<file path="src/rtl/timer_sched_pkg.sv">
// timer_sched_pkg: state encoding, default parameters and watchdog slack shared by the timer scheduler
package timer_sched_pkg;
    typedef enum logic [1:0] {IDLE, LOAD, WAIT, CLEAR} state_t;
    localparam int N_REQ_DEF    = 4;
    localparam int CW_DEF       = 10;
    localparam int LOAD_CYC_DEF = 1;
    localparam int RST_CYC_DEF  = 2;
    localparam int WD_SLACK     = 8;
endpackage

</file>
<file path="src/rtl/timer_sched_rr.sv">
// rr_arbiter: combinational round-robin pick of the first request at or after ptr
module rr_arbiter #(
    parameter int N  = 4,
    parameter int IW = 2
) (
    input  logic [N-1:0]  req,
    input  logic [IW-1:0] ptr,
    output logic [N-1:0]  gnt,
    output logic [IW-1:0] idx
);
    logic [IW-1:0] c;
    // scanning from the far end lets the closest request to ptr overwrite the rest
    always_comb begin
        gnt = '0;
        idx = '0;
        c = '0;
        for (int k = N - 1; k >= 0; k--) begin
            c = IW'((int'(ptr) + k) % N);
            if (req[c]) begin
                gnt = '0;
                gnt[c] = 1'b1;
                idx = c;
            end
        end
    end
endmodule

</file>
<file path="src/rtl/timer_sched.sv">
// timer_sched: round-robin scheduler sharing one external timer among requesters,
// with cancel, zero-count bypass and a sticky wait watchdog
module timer_sched
    import timer_sched_pkg::*;
#(
    parameter int N_REQ    = N_REQ_DEF,
    parameter int CW       = CW_DEF,
    parameter int LOAD_CYC = LOAD_CYC_DEF,
    parameter int RST_CYC  = RST_CYC_DEF,
    localparam int IW      = $clog2(N_REQ > 1 ? N_REQ : 2)
) (
    input  logic              sched_clock,
    input  logic              sched_rst,
    input  logic [N_REQ-1:0]  req_valid,
    input  logic [N_REQ*CW-1:0] req_count,
    input  logic [N_REQ-1:0]  req_cancel,
    output logic [N_REQ-1:0]  req_ready,
    output logic [N_REQ-1:0]  done,
    output logic              busy,
    output logic [IW-1:0]     cur_id,
    output logic              err,
    output logic              tmr_load,
    output logic [CW-1:0]     tmr_data,
    output logic              tmr_rstn,
    input  logic              tmr_out
);
    state_t state;
    logic [IW-1:0] ptr, g_idx;
    logic [N_REQ-1:0] g_onehot;
    logic [CW-1:0] cnt, g_cnt;
    logic [CW:0] wcnt;
    logic wd_hit, zpend;
    int phase;

    rr_arbiter #(.N(N_REQ), .IW(IW)) u_arb (
        .req(req_valid),
        .ptr(ptr),
        .gnt(g_onehot),
        .idx(g_idx)
    );

    assign g_cnt  = req_count[g_idx * CW +: CW];
    assign wd_hit = wcnt == ({1'b0, cnt} + (CW + 1)'(WD_SLACK - 1));

    always_ff @(posedge sched_clock or posedge sched_rst) begin
        if (sched_rst) begin
            state     <= IDLE;
            ptr       <= '0;
            cnt       <= '0;
            wcnt      <= '0;
            phase     <= 0;
            zpend     <= 1'b0;
            req_ready <= '0;
            done      <= '0;
            busy      <= 1'b0;
            cur_id    <= '0;
            err       <= 1'b0;
            tmr_load  <= 1'b0;
            tmr_data  <= '0;
            tmr_rstn  <= 1'b0;
        end else begin
            req_ready <= '0;
            done      <= '0;
            tmr_rstn  <= 1'b1;
            case (state)
                IDLE: begin
                    // a zero-count job finishes here without touching the timer
                    if (zpend) begin
                        done[cur_id] <= 1'b1;
                        busy         <= 1'b0;
                        zpend        <= 1'b0;
                    end else if (|req_valid) begin
                        req_ready <= g_onehot;
                        busy      <= 1'b1;
                        cur_id    <= g_idx;
                        cnt       <= g_cnt;
                        ptr       <= (g_idx == IW'(N_REQ - 1)) ? '0 : g_idx + 1'b1;
                        if (g_cnt == '0) begin
                            zpend <= 1'b1;
                        end else begin
                            state    <= LOAD;
                            tmr_load <= 1'b1;
                            tmr_data <= g_cnt;
                            phase    <= 0;
                        end
                    end
                end
                LOAD: begin
                    if (phase == LOAD_CYC - 1) begin
                        state    <= WAIT;
                        tmr_load <= 1'b0;
                        tmr_data <= '0;
                        wcnt     <= '0;
                    end else begin
                        phase <= phase + 1;
                    end
                end
                WAIT: begin
                    if (tmr_out || req_cancel[cur_id] || wd_hit) begin
                        state    <= CLEAR;
                        tmr_rstn <= 1'b0;
                        phase    <= 0;
                    end else begin
                        wcnt <= wcnt + 1'b1;
                    end
                    if (tmr_out) done[cur_id] <= 1'b1;
                    else if (!req_cancel[cur_id] && wd_hit) err <= 1'b1;
                end
                CLEAR: begin
                    if (phase == RST_CYC - 1) begin
                        state <= IDLE;
                        busy  <= 1'b0;
                    end else begin
                        tmr_rstn <= 1'b0;
                        phase    <= phase + 1;
                    end
                end
            endcase
        end
    end
endmodule

</file>
<file path="config.mk">
export PLATFORM = sky130hd
export DESIGN_NAME = timer_sched
export DESIGN_NICKNAME = d
export VERILOG_FILES = /design/src/rtl/timer_sched_pkg.sv /design/src/rtl/timer_sched_rr.sv /design/src/rtl/timer_sched.sv
export SDC_FILE = /design/constraint.sdc
export NUM_CORES = 1
export LEC_CHECK = 0
export ABC_AREA = 1
export BUFFER_PORTS_ARGS = -buffer_cell sky130_fd_sc_hd__buf_2
export CAP_MARGIN = 20
export CORE_MARGIN = 2
export CORE_UTILIZATION = 49
export DETAILED_ROUTE_END_ITERATION = 8
export MAX_ROUTING_LAYER = met4
export PLACE_DENSITY = 0.81
export SYNTH_ARGS = -nofsm -noshare
export SYNTH_HDL_FRONTEND = slang
export SYNTH_SLANG_ARGS = --single-unit
export TNS_END_PERCENT = 50
</file>
<file path="constraint.sdc">
create_clock -name sched_clock -period 3.3 [get_ports sched_clock]
set_clock_uncertainty 0.15 [all_clocks]
set_input_delay 0.33 -clock sched_clock [delete_from_list [all_inputs] [get_ports sched_clock]]
set_output_delay 0.33 -clock sched_clock [all_outputs]
set_load 0.01 [all_outputs]
</file>
==> results of run 1 <==
==> per-stage QoR <==
stage / setup TNS, ns / setup WS, ns
global placement: 0 / 0.1713
CTS: 0 / 0.01656
finish: 0 / 0.2676
global route: -0.02896 / -0.01159
detailed placement: 0 / 0.04941
floorplan: 0 / 0.3279
==> power by group <==
| part | leakage, nW | internal, mW | switching [mW] |
|---|---|---|---|
| Combinational | 1.96 | 1.14 | 2.34 |
| Sequential | 1.09 | 1.24 | 0.193 |
| Clock | 0.142 | 0.591 | 0.430 |
| Total | 3.19 | 2.97 | 2.96 |
==> how the worst max path moves through the flow <==
| stage | depth (start not counted) | from | slack [ns] | end |
|---|---|---|---|---|
| detailed placement | 20 | ptr[0] | 0.05 | phase[19] |
| global route | 19 | ptr[0] | -0.01 | phase[23] |
| CTS | 20 | ptr[0] | 0.02 | phase[18] |
| floorplan | 23 | ptr[0] | 0.33 | tmr_data[8] |
| finish | 19 | ptr[0] | 0.27 | phase[1] |
| global placement | 20 | ptr[1] | 0.17 | phase[15] |
==> cells in the mapped netlist (all sizes together), types with 14 or more instances <==
cell	count
o21ai	28
xnor2	23
dfrtp	82
nor2	95
nand4	22
nor3	21
nor4	19
buf	21
nand3	100
ha	18
xor2	18
clkbuf	14
inv	65
nand2	272
==> cell type report <==
| cell class | instances | area (µm²) |
|---|---|---|
| fill | 1179 | 5159 |
| multi-input combinational | 654 | 3433 |
| sequential | 82 | 2052 |
| timing repair buffer | 94 | 530.5 |
| inverter | 66 | 251.5 |
| clock buffer | 9 | 225.2 |
| tap | 147 | 183.9 |
| clock inverter | 7 | 76.32 |
==> kinds of logic (layout without fill, tap and decap cells) <==
| family | after synthesis | count (layout) | synth area share [%] |
|---|---|---|---|
| AOI/OAI and AO/OA | 58 | 58 | 5.868 |
| xor gates and xnor gates | 41 | 41 | 6.036 |
| adders and majority gates | 18 | 18 | 3.786 |
| buffers and inverters | 101 | 176 | 8.139 |
| DFF | 82 | 82 | 34.49 |
| and+or+nand+nor | 537 | 537 | 41.68 |
==> critical path, delay by kind of cell, from the launching register on <==
| kind | cells | cell delay (ns) |
|---|---|---|
| AND/OR/NAND/NOR | 13 | 1.52 |
| AO/OA/AOI/OAI | 1 | 0.09 |
| adder cells (fa/ha/maj) | 1 | 0.32 |
| flip-flops | 1 | 0.36 |
| buffers and inverters | 4 | 0.49 |
==> flip-flops by register name (all words and copies together) (netlist names) <==
| signal | count |
|---|---|
| phase | 32 |
| wcnt | 11 |
| cnt | 10 |
| tmr_data | 10 |
| done | 4 |
| req_ready | 4 |
| cur_id | 2 |
| ptr | 2 |
| state | 2 |
| busy | 1 |
| err | 1 |
| tmr_load | 1 |
| tmr_rstn | 1 |
| zpend | 1 |
==> repair_timing <==
action,in CTS,in global routing
setup endpoints to repair,0,45
hold buffers,1,0
endpoints found under the hold margin,25,0
gates resized for setup,0,4
==> routing by layer <==
metal	vias to the layer above	GRT usage (%)	share of wire, %
li1	2867	-	-
met3	21	3.547	5.4
met1	2643	33.77	47
met2	191	36.94	46
met5	-	-	0
met4	0	8.537	1.8
==> run summary, run 1 <==
========================================================================================================
Run status                                                                                  finished clean
Global placer's final weighted congestion                                                         0.9467
Post-synth top area cell                                                                    sky130_fd_sc_hd__dfrtp_1
Post-synthesis to final-layout area growth                                                        13.50%
Maximum clock insertion buffer count                                                                   2
Placement row count                                                                                   40
Ports                                                                                                 75
Final-report setup violation count                                                                     0
Most common library cell in the layout ignoring fill and taps                               sky130_fd_sc_hd__nand2_1
Arrival time worst endpoint                                                                      3.16 ns
H-tree Lvls                                                                                            3
Cell count after placement                                                                          1042
Core area                                                                                      11910 µm²
Most frequent cells in the layout                                                           sky130_fd_sc_hd__nand2_1, sky130_fd_sc_hd__nor2_1, sky130_fd_sc_hd__dfrtp_1
Share of the synthesized area in the top cell type                                                34.49%
Cell area after synthesis                                                                       5949 µm²
Setup fix buffers added after clock tree synthesis                                                     0
Mean number of vias per cell                                                                       5.403
Cells on worst reg2reg path                                                                           19
Global-route wire length before repair                                                          25.07 mm
Maximum single-stage delay on the critical path                                                  0.36 ns
Maximum clock frequency                                                                        329.8 MHz
DRC viols                                                                                              0
Final Hold Vio Count                                                                                   0
Y dimension of the die                                                                          114.2 µm
Final HPWL from detailed placement                                                              11.13 mm
Flip-flop cell with the highest count after synthesis                                       sky130_fd_sc_hd__dfrtp_1
Unique cell type count in the Yosys netlist                                                           40
PwrDens                                                                                     878.4 nW/µm²
Post-Route Utilization                                                                            56.69%
Gr ovfl total                                                                                          0
Global Route Usage Sum                                                                            24.44%
Setup slack of the most critical reg-to-reg path                                                 0.27 ns
Worst-path cell with the longest stage delay                                                sky130_fd_sc_hd__dfrtp_1
Count of flip-flops with a built-in enable after synthesis                                             0
Instance count of the mapped netlist                                                                 837
FF+latch count, synth                                                                                 82
LEAKAGE                                                                                         3.193 nW
Maximum number of pins on one net before global-route repair                                          33
Die Width                                                                                       114.2 µm
Worst slew margin relative to its limit                                                           50.31%
Crit path time final                                                                            3.032 ns
WP data required                                                                                 3.43 ns
Cell occurring most often along the worst timing path                                       sky130_fd_sc_hd__nand2_1
Fin. max-slew vios                                                                                     0
Library cell used as clock root buffer                                                      sky130_fd_sc_hd__clkbuf_16
Vias in the first global route                                                                      5315
Total wirelength of the detailed-routed design                                                  14.84 mm
Dpl cell area                                                                                   6424 µm²
Share of synthesized area occupied by flip-flops and latches                                      34.49%
Worst-path cell chain                                                                       inv_2, ha_1, inv_1, nand3_1, nand2_2, inv_2, nand2_1, o21ai_1, inv_1, nand3_1, nand2_1, nand2_1, nor2_4, nand3_2, nand2_1, nand2_2, nand2_4, nand2_1, nand2_1
Worst Tran Pin Value                                                                           0.7396 ns
Synthesized area per cell                                                                      7.108 µm²
Post-CTS clock slew at the launch and capture registers of the worst setup and hold paths        0.06 ns
Worst Setup End Kind                                                                            register
Most area-consuming cells after synthesis                                                   sky130_fd_sc_hd__dfrtp_1, sky130_fd_sc_hd__nand2_1, sky130_fd_sc_hd__nand3_1, sky130_fd_sc_hd__nor2_1, sky130_fd_sc_hd__nand3_2
Number of buffers added on ports                                                                      74
Min-delay worst type                                                                           in -> reg
Total die area                                                                                 13040 µm²
Fraction of layout cells with a size suffix above 1                                               17.76%
Initial Utilization                                                                               49.95%
Final instance area                                                                             6753 µm²
Insertion delay to the later sink of the worst-skew pair                                         0.34 ns
Yosys warning count                                                                                    0
Minimum hold slack                                                                             0.2641 ns
Largest fanout on the critical path                                                                   32
Final critical-path share of the clock period                                                     91.89%
Maximum Capacitance Violations                                                                         0
Final #Nets                                                                                          976
Largest vdd supply drop                                                                        0.9096 mV
CTS sink cnt                                                                                          82
Type of element launching the critical path                                                     register
Fraction of registers with async set/reset                                                        100.0%
Hold path start                                                                             req_count[12]
Wire length per cell after detailed routing                                                     14.02 µm
Worst setup path category                                                                     reg -> reg
CTS buffer count                                                                                       9
Detailed-route via count                                                                            5722
Initial antenna violation count                                                                        0
Antenna Violating Nets Remaining                                                                       0
Final antenna diode count                                                                              0
Nets in the synthesized netlist                                                                      906
Number of cells on the worst hold path                                                                 5
Drt initial violations                                                                               370
Worst r2r dst                                                                                   phase[1]
Worst Hold Path EP                                                                                cnt[2]
Total power after layout                                                                        5.932 mW
Worst R2R Start                                                                                   ptr[0]
Final Instance Count excl. Fillers                                                                  1059
Pre-Repair DR Iteration Count                                                                          6
Clock tree from TritonCTS                                                                           done
========================================================================================================
No activity file was read; power rests on OpenSTA's default activity.
==> run 2, diff against run 1 <==
--- a/config.mk
+++ b/config.mk
@@ -8,11 +8,13 @@
 export ABC_AREA = 1
 export BUFFER_PORTS_ARGS = -buffer_cell sky130_fd_sc_hd__buf_2
 export CAP_MARGIN = 20
+export CELL_PAD_IN_SITES_DETAIL_PLACEMENT = 1
+export CELL_PAD_IN_SITES_GLOBAL_PLACEMENT = 2
 export CORE_MARGIN = 2
-export CORE_UTILIZATION = 49
+export CORE_UTILIZATION = 33
 export DETAILED_ROUTE_END_ITERATION = 8
 export MAX_ROUTING_LAYER = met4
-export PLACE_DENSITY = 0.81
+export PLACE_DENSITY = 0.92
 export SYNTH_ARGS = -nofsm -noshare
 export SYNTH_HDL_FRONTEND = slang
 export SYNTH_SLANG_ARGS = --single-unit
==> run 2 against run 1 <==
Net effect:
- the flow now finishes with violations (hold timing)
- highest routed layer unchanged
- sequential cell count did not move
- via count fell by 0.30%
- total power rose by 3.0%
- setup slack improved by 0.035 ns
- fmax rose by 1.2%
- combinational power rose by 5%
- largest power group unchanged
- sequential power barely moved
- clock-buffer cell count rose by 1
- routed wire length rose by 19%
- critical path type unchanged
- worst hold slack got worse by 0.30 ns
- largest cell class unchanged
==> run summary, run 2 (synthesized netlist as in run 1, its figures left out) <==
========================================================================================================
Run status                                                                                  complete, but fails checks
Violations in the final reports                                                              hold timing
Worst-path cell with the longest stage delay                                                sky130_fd_sc_hd__dfrtp_1
Final Instance Count excl. Fillers                                                                  1143   +7.9%
Antenna Violating Nets Remaining                                                                       0   unchanged
Total die area                                                                                 19120 µm²   +47%
Register with the highest flop count                                                               phase
Met3 routing resource usage after global routing                                                  2.875%   -0.67 points
Y dimension of the die                                                                          138.3 µm   +21%
Initial Utilization                                                                               33.35%   -17 points
Pre-Repair DR Iteration Count                                                                          4   -2
Max reg flops                                                                                         32   unchanged
Crit path time final                                                                            2.998 ns   -0.03486 ns
Minimum hold slack                                                                           -0.03371 ns   -0.2978 ns
PwrDens                                                                                     889.1 nW/µm²   +1.2%
Maximum number of pins on one net before global-route repair                                          47   +42%
Final Hold Vio Count                                                                                  43   +43
Mean number of vias per cell                                                                       4.991   -7.6%
Crit path launch                                                                                  ptr[0]
Global placer's final weighted congestion                                                         0.8887   -6.1%
Clock tree from TritonCTS                                                                           done
Library cell used as clock root buffer                                                      sky130_fd_sc_hd__clkbuf_16
Worst setup slack after layout                                                                 0.3025 ns   +0.03486 ns
Final-report setup violation count                                                                     0   unchanged
Maximum clock insertion buffer count                                                                   2   unchanged
Gr ovfl total                                                                                          0   unchanged
Ports                                                                                                 75   unchanged
Most common library cell in the layout ignoring fill and taps                               sky130_fd_sc_hd__nand2_1
Post-CTS clock slew at the launch and capture registers of the worst setup and hold paths        0.07 ns   about the same
Worst Tran Pin Value                                                                           0.8541 ns   +0.1145 ns
Global Route Usage Sum                                                                            19.89%   -4.5 points
Top flop regs                                                                               phase x32, wcnt x11
Fraction of layout cells with a size suffix above 1                                               18.27%   +0.51 points
Worst-path cell chain                                                                       inv_2, ha_1, inv_1, nand3_1, nand2_2, inv_4, nand2_1, nand2_1, nand2_2, buf_4, nand3_1, nand3_1, nand2_1, nand2_2, nor2_4, nand3_2, nand2_1, nand2_2, buf_4, nand2_1, nand2_1, nand2_1
Met1 layer usage reported by global route                                                         26.93%   -6.8 points
Drt initial violations                                                                               274   -26%
Fraction of met2 tracks used by global routing                                                    31.24%   -5.7 points
Final critical-path share of the clock period                                                     90.83%   -1.1 points
Cell count after placement                                                                          1126   +8.1%
Die Width                                                                                       138.3 µm   +21%
Detailed-route via count                                                                            5705   -0.30%
Unrepaired setup endpoints after global routing                                                      yes
Total power after layout                                                                        6.108 mW   +3.0%
CTS buffer count                                                                                       9   unchanged
Cell occurring most often along the worst timing path                                       sky130_fd_sc_hd__nand2_1
Total wirelength of the detailed-routed design                                                  17.60 mm   +19%
Post-Route Utilization                                                                            38.51%   -18 points
WP data required                                                                                 3.40 ns   -0.03 ns
Setup slack after placement                                                                    0.1335 ns   +0.08405 ns
CTS sink cnt                                                                                          82   unchanged
Final instance area                                                                             6870 µm²   +1.7%
Final #Nets                                                                                          978   +0.20%
Fin. max-slew vios                                                                                     0   unchanged
Vias in the first global route                                                                      5864   +10%
Number of buffers added on ports                                                                      74   unchanged
Final HPWL from detailed placement                                                              13.58 mm   +22%
Insertion delay to the later sink of the worst-skew pair                                         0.36 ns   +0.02 ns
Placement row count                                                                                   49   +23%
Worst slew margin relative to its limit                                                           43.06%   -7.3 points
Worst Setup End Kind                                                                            register
Worst setup path category                                                                     reg -> reg
Number of buffers inserted for hold repair after clock tree synthesis                                  0   -1
Gr busiest metal                                                                                    met2
Core area                                                                                      17840 µm²   +50%
LEAKAGE                                                                                         3.193 nW   about the same
Initial antenna violation count                                                                        0   unchanged
Wire length per cell after detailed routing                                                     15.40 µm   +9.9%
Maximum single-stage delay on the critical path                                                  0.36 ns   about the same
Type of element launching the critical path                                                     register
Dpl cell area                                                                                   6554 µm²   +2.0%
Post-synthesis to final-layout area growth                                                        15.48%
Maximum clock frequency                                                                        333.6 MHz   +1.2%
Global-route wire length before repair                                                          30.36 mm   +21%
DRC viols                                                                                              0   unchanged
Arrival time worst endpoint                                                                      3.10 ns   -0.06 ns
Largest fanout on the critical path                                                                   19   -41%
Final antenna diode count                                                                              0   unchanged
Maximum Capacitance Violations                                                                         0   unchanged
Worst R2R Start                                                                                   ptr[0]
Largest vdd supply drop                                                                        0.5256 mV   -42%
Most frequent cells in the layout                                                           sky130_fd_sc_hd__nand2_1, sky130_fd_sc_hd__nor2_1, sky130_fd_sc_hd__dfrtp_1
Setup TNS                                                                                           0 ns   unchanged
Min-delay worst type                                                                         in -> async
H-tree Lvls                                                                                            3   unchanged
========================================================================================================
-- run 2: final timing paths --
path	cells past startpoint	slack (ns)	to
min	2	-0.03	done[2]
min in group sched_clock	5	0.25	cnt[3]
min reg2reg	1	0.32	err
max	22	0.30	state[1]
max reg2reg	22	0.30	state[1]
max in group asynchronous	3	2.26	phase[26]
-- run 2: routing by layer --
layer	share of wire, %	up-vias	routed length [µm]
met2	46	94	8111
li1	-	2871	-
met4	1.5	0	269
met3	2.8	17	499
met1	50	2723	8721
met5	0	-	0
-- run 2: area by class of cell --
type / count / area (µm²)
Multi-Input combinational cell: 654 / 3432
Tap cell: 229 / 286.5
Clock buffer: 10 / 239.0
Timing Repair Buffer: 96 / 559.3
Clock inverter: 6 / 47.55
Inverter: 66 / 254.0
Sequential cell: 82 / 2052
Fill cell: 2263 / 10970
-- run 2: worst max-delay path: cells and delay by family, from the launching register on --
family,cells,cell delay [ns]
simple gates,16,1.38
flops,1,0.36
fa+ha+maj,1,0.32
buf+inv,5,0.70
-- run 2: timing repair --
item | 4_1_cts | 5_1_grt
endpoints found under the setup margin | 0 | 45
resized for setup | 0 | 7
setup buffers | 0 | 1
-- run 2: report_power, final --
group          switching (mW)  internal [mW]
logic                    2.46           1.20
clock network           0.460          0.536
registers               0.211           1.24
total                    3.13           2.98
==> run 3, diff against run 2 <==
--- a/config.mk
+++ b/config.mk
@@ -5,13 +5,12 @@
 export SDC_FILE = /design/constraint.sdc
 export NUM_CORES = 1
 export LEC_CHECK = 0
-export ABC_AREA = 1
 export BUFFER_PORTS_ARGS = -buffer_cell sky130_fd_sc_hd__buf_2
 export CAP_MARGIN = 20
 export CELL_PAD_IN_SITES_DETAIL_PLACEMENT = 1
 export CELL_PAD_IN_SITES_GLOBAL_PLACEMENT = 2
 export CORE_MARGIN = 2
-export CORE_UTILIZATION = 33
+export CORE_UTILIZATION = 35
 export DETAILED_ROUTE_END_ITERATION = 8
 export MAX_ROUTING_LAYER = met4
 export PLACE_DENSITY = 0.92
==> run 3 against run 2 <==
Net effect:
- sequential share of layout area increased by 0.83 points
- clock power about the same
- sequential cell count unchanged
- area after synthesis decreased by 10%
- global-route usage increased by 1.3 points
- critical endpoint is now phase[29]
- worst hold slack improved by 0.26 ns
- clock-buffer cell count increased by 1
- the run ends with setup timing left
- setup slack got worse by 0.44 ns
==> run summary, run 3 <==
========================================================================================================
Fraction of registers with async set/reset                                                        100.0%   unchanged
Total power after layout                                                                        6.491 mW   +6.3%
WP data required                                                                                 3.35 ns   -0.05 ns
FF+latch count, synth                                                                                 82   unchanged
Largest vdd supply drop                                                                        0.5634 mV   +7.2%
CTS buffer count                                                                                       9   unchanged
Sequential Area                                                                                 2053 µm²   about the same
Final-report setup violation count                                                                    41   +41
Drt initial violations                                                                               343   +25%
Die Width                                                                                       127.5 µm   -7.8%
Register with the highest flop count                                                               phase
Unique cell type count in the Yosys netlist                                                           67   +68%
PwrDens                                                                                     970.6 nW/µm²   +9.2%
Synthesized area per cell                                                                      8.856 µm²   +25%
Setup slack after placement                                                                   -0.1973 ns   -0.3308 ns
Most frequent cells in the layout                                                           sky130_fd_sc_hd__dfrtp_1, sky130_fd_sc_hd__buf_2, sky130_fd_sc_hd__nand2_1
Library cell used as clock root buffer                                                      sky130_fd_sc_hd__clkbuf_16
Cell with the most instances after synthesis                                                sky130_fd_sc_hd__dfrtp_1
Worst Setup End Kind                                                                            register
Worst Tran Pin Value                                                                           0.7915 ns   -0.06269 ns
Share of the synthesized area in the top cell type                                                38.43%   +3.9 points
Pre-Repair DR Iteration Count                                                                          4   unchanged
Final HPWL from detailed placement                                                              11.73 mm   -14%
Ports                                                                                                 75   unchanged
Insertion delay to the later sink of the worst-skew pair                                         0.34 ns   -0.02 ns
Maximum number of pins on one net before global-route repair                                          34   -28%
Global Route Usage Sum                                                                            21.23%   +1.3 points
Crit path time final                                                                            3.441 ns   +0.4431 ns
DRC viols                                                                                              0   unchanged
Type of element launching the critical path                                                     register
Initial Utilization                                                                               35.52%   +2.2 points
Cell count after placement                                                                           871   -23%
Number of buffers added on ports                                                                      74   unchanged
Total wirelength of the detailed-routed design                                                  16.64 mm   -5.5%
Flip-flop cell with the highest count after synthesis                                       sky130_fd_sc_hd__dfrtp_1
Post-CTS clock slew at the launch and capture registers of the worst setup and hold paths        0.06 ns   about the same
Wire length per cell after detailed routing                                                     18.41 µm   +20%
Global-route wire length before repair                                                          27.35 mm   -9.9%
Maximum Capacitance Violations                                                                         0   unchanged
Antenna Violating Nets Remaining                                                                       0   unchanged
Violations in the final reports                                                             setup timing
Vias in the first global route                                                                      5386   -8.2%
Most area-consuming cells after synthesis                                                   sky130_fd_sc_hd__dfrtp_1, sky130_fd_sc_hd__o21ai_0, sky130_fd_sc_hd__nand2_1, sky130_fd_sc_hd__ha_1, sky130_fd_sc_hd__o31ai_1
Top flop regs                                                                               phase x32, wcnt x11
Most common library cell in the layout ignoring fill and taps                               sky130_fd_sc_hd__dfrtp_1
Final Hold Vio Count                                                                                   0   -100%
Worst slew margin relative to its limit                                                           47.04%   +4.0 points
Post-Route Utilization                                                                            44.49%   +6.0 points
Placement row count                                                                                   45   -8.2%
Number of fillers in the final layout                                                               1777   -21%
Post-synth top area cell                                                                    sky130_fd_sc_hd__dfrtp_1
LEAKAGE                                                                                         2.998 nW   -6.1%
Max reg flops                                                                                         32   unchanged
Final critical-path share of the clock period                                                     104.3%   +13 points
Maximum clock insertion buffer count                                                                   2   unchanged
Share of synthesized area occupied by flip-flops and latches                                      38.43%   +3.9 points
Instance count of the mapped netlist                                                                 603   -28%
Min-delay worst type                                                                           in -> reg
Largest fanout on the critical path                                                                    7   -12
Maximum clock frequency                                                                        290.6 MHz   -13%
CTS sink cnt                                                                                          82   unchanged
Count of flip-flops with a built-in enable after synthesis                                             0   unchanged
Y dimension of the die                                                                          127.5 µm   -7.8%
Cell area after synthesis                                                                       5340 µm²   -10%
Mean number of vias per cell                                                                       5.701   +14%
H-tree Lvls                                                                                            3   unchanged
Arrival time worst endpoint                                                                      3.49 ns   +0.39 ns
Final antenna diode count                                                                              0   unchanged
Final #Nets                                                                                          780   -20%
Unrepaired setup endpoints after global routing                                                      yes
Worst setup slack after layout                                                                -0.1406 ns   -0.4431 ns
Detailed-route via count                                                                            5154   -9.7%
Initial antenna violation count                                                                        0   unchanged
Fin. max-slew vios                                                                                     0   unchanged
Yosys warning count                                                                                    0   unchanged
Nets in the synthesized netlist                                                                      672   -26%
Core area                                                                                      15030 µm²   -16%
Post-synthesis to final-layout area growth                                                        25.23%
Most frequent cells after synthesis                                                         sky130_fd_sc_hd__dfrtp_1, sky130_fd_sc_hd__nand2_1, sky130_fd_sc_hd__o21ai_0
Worst setup path category                                                                     reg -> reg
Total die area                                                                                 16260 µm²   -15%
Gr ovfl total                                                                                          0   unchanged
Run status                                                                                  complete, but fails checks
Area used by multi-input combinational logic                                                    3126 µm²   -8.9%
Final Instance Count excl. Fillers                                                                   904   -21%
Global placer's final weighted congestion                                                         0.8700   -2.1%
Fraction of layout cells with a size suffix above 1                                               25.14%   +6.9 points
Clock tree from TritonCTS                                                                           done
========================================================================================================
[run 3: kinds of logic after synthesis]
| group | synth area share (%) |
|---|---|
| buf+inv | 4.967 |
| compound gates | 23.24 |
| fa+ha+maj | 4.218 |
| xor+xnor | 1.476 |
| mux | 6.045 |
| flops | 38.43 |
| simple gates | 21.63 |
[run 3: critical path: stages, from the launching register on]
cell	delay [ns]
sky130_fd_sc_hd__dfrtp_2	0.45
sky130_fd_sc_hd__buf_6	0.14
sky130_fd_sc_hd__mux4_2	0.54
sky130_fd_sc_hd__nor2b_4	0.15
sky130_fd_sc_hd__o21ai_2	0.17
sky130_fd_sc_hd__nand2_2	0.12
sky130_fd_sc_hd__buf_4	0.15
sky130_fd_sc_hd__mux2_4	0.30
sky130_fd_sc_hd__o41a_4	0.47
sky130_fd_sc_hd__o211ai_2	0.17
sky130_fd_sc_hd__or2_4	0.22
sky130_fd_sc_hd__clkbuf_16	0.18
sky130_fd_sc_hd__o31ai_1	0.08
[run 3: path summary, 6_finish.rpt]
| path | startpoint | endpoint | slack [ns] | cells past startpoint |
|---|---|---|---|---|
| worst max register to register | ptr[0] | phase[29] | -0.14 | 12 |
| max in group asynchronous | sched_rst | ptr[0] | 1.77 | 4 |
| worst max-delay path | ptr[0] | phase[29] | -0.14 | 12 |
| min in group asynchronous | sched_rst | phase[23] | 0.43 | 3 |
| worst min-delay path | tmr_out | err | 0.22 | 3 |
| worst min register to register | err | err | 0.33 | 1 |
[run 3: power by group]
| part | switching, mW | internal [mW] |
|---|---|---|
| Sequential | 0.263 | 1.23 |
| Combinational | 2.17 | 1.82 |
| Clock | 0.412 | 0.586 |
[run 3: layout make-up]
| type | count | share of cell area [%] |
|---|---|---|
| clock buffer | 11 | 3.480 |
| clock inverter | 5 | 0.8419 |
| inverter | 28 | 1.703 |
| multi-input combinational | 462 | 46.74 |
| sequential | 82 | 30.70 |
| tap | 188 | 3.517 |
| timing repair buffer | 128 | 13.02 |
[run 3: through the flow]
stage | setup TNS, ns | cell area, µm² | hold WS [ns]
2_1_floorplan | -2.919 | 5385 | 0.2965
3_3_place_gp | -1.014 | 6120 | 0.2357
3_5_place_dp | -6.303 | 6120 | 0.2480
4_1_cts | -3.025 | 6565 | 0.2123
5_1_grt | -7.808 | 6688 | 0.2401
6_report | -4.024 | 6688 | 0.2249
[run 3: layer usage]
| layer | global-route usage (%) | wire, µm | vias up | share of wire (%) |
|---|---|---|---|---|
| li1 | - | - | 2440 | - |
| met4 | 6.981 | 305 | 0 | 1.8 |
| met2 | 35.04 | 8180 | 103 | 49 |
| met3 | 1.968 | 508 | 22 | 3.1 |
| met5 | - | 0 | - | 0 |
| met1 | 27.61 | 7646 | 2589 | 46 |
[run 3: what timing repair did]
item                                    in CTS  in global routing
hold endpoints to repair                    29                  0
gates resized for setup                     12                 12
endpoints found under the setup margin      44                 45
gates cloned                                 1                  1
hold buffers                                 1                  0
pin swaps                                    4                  0
setup buffers                               10                  4
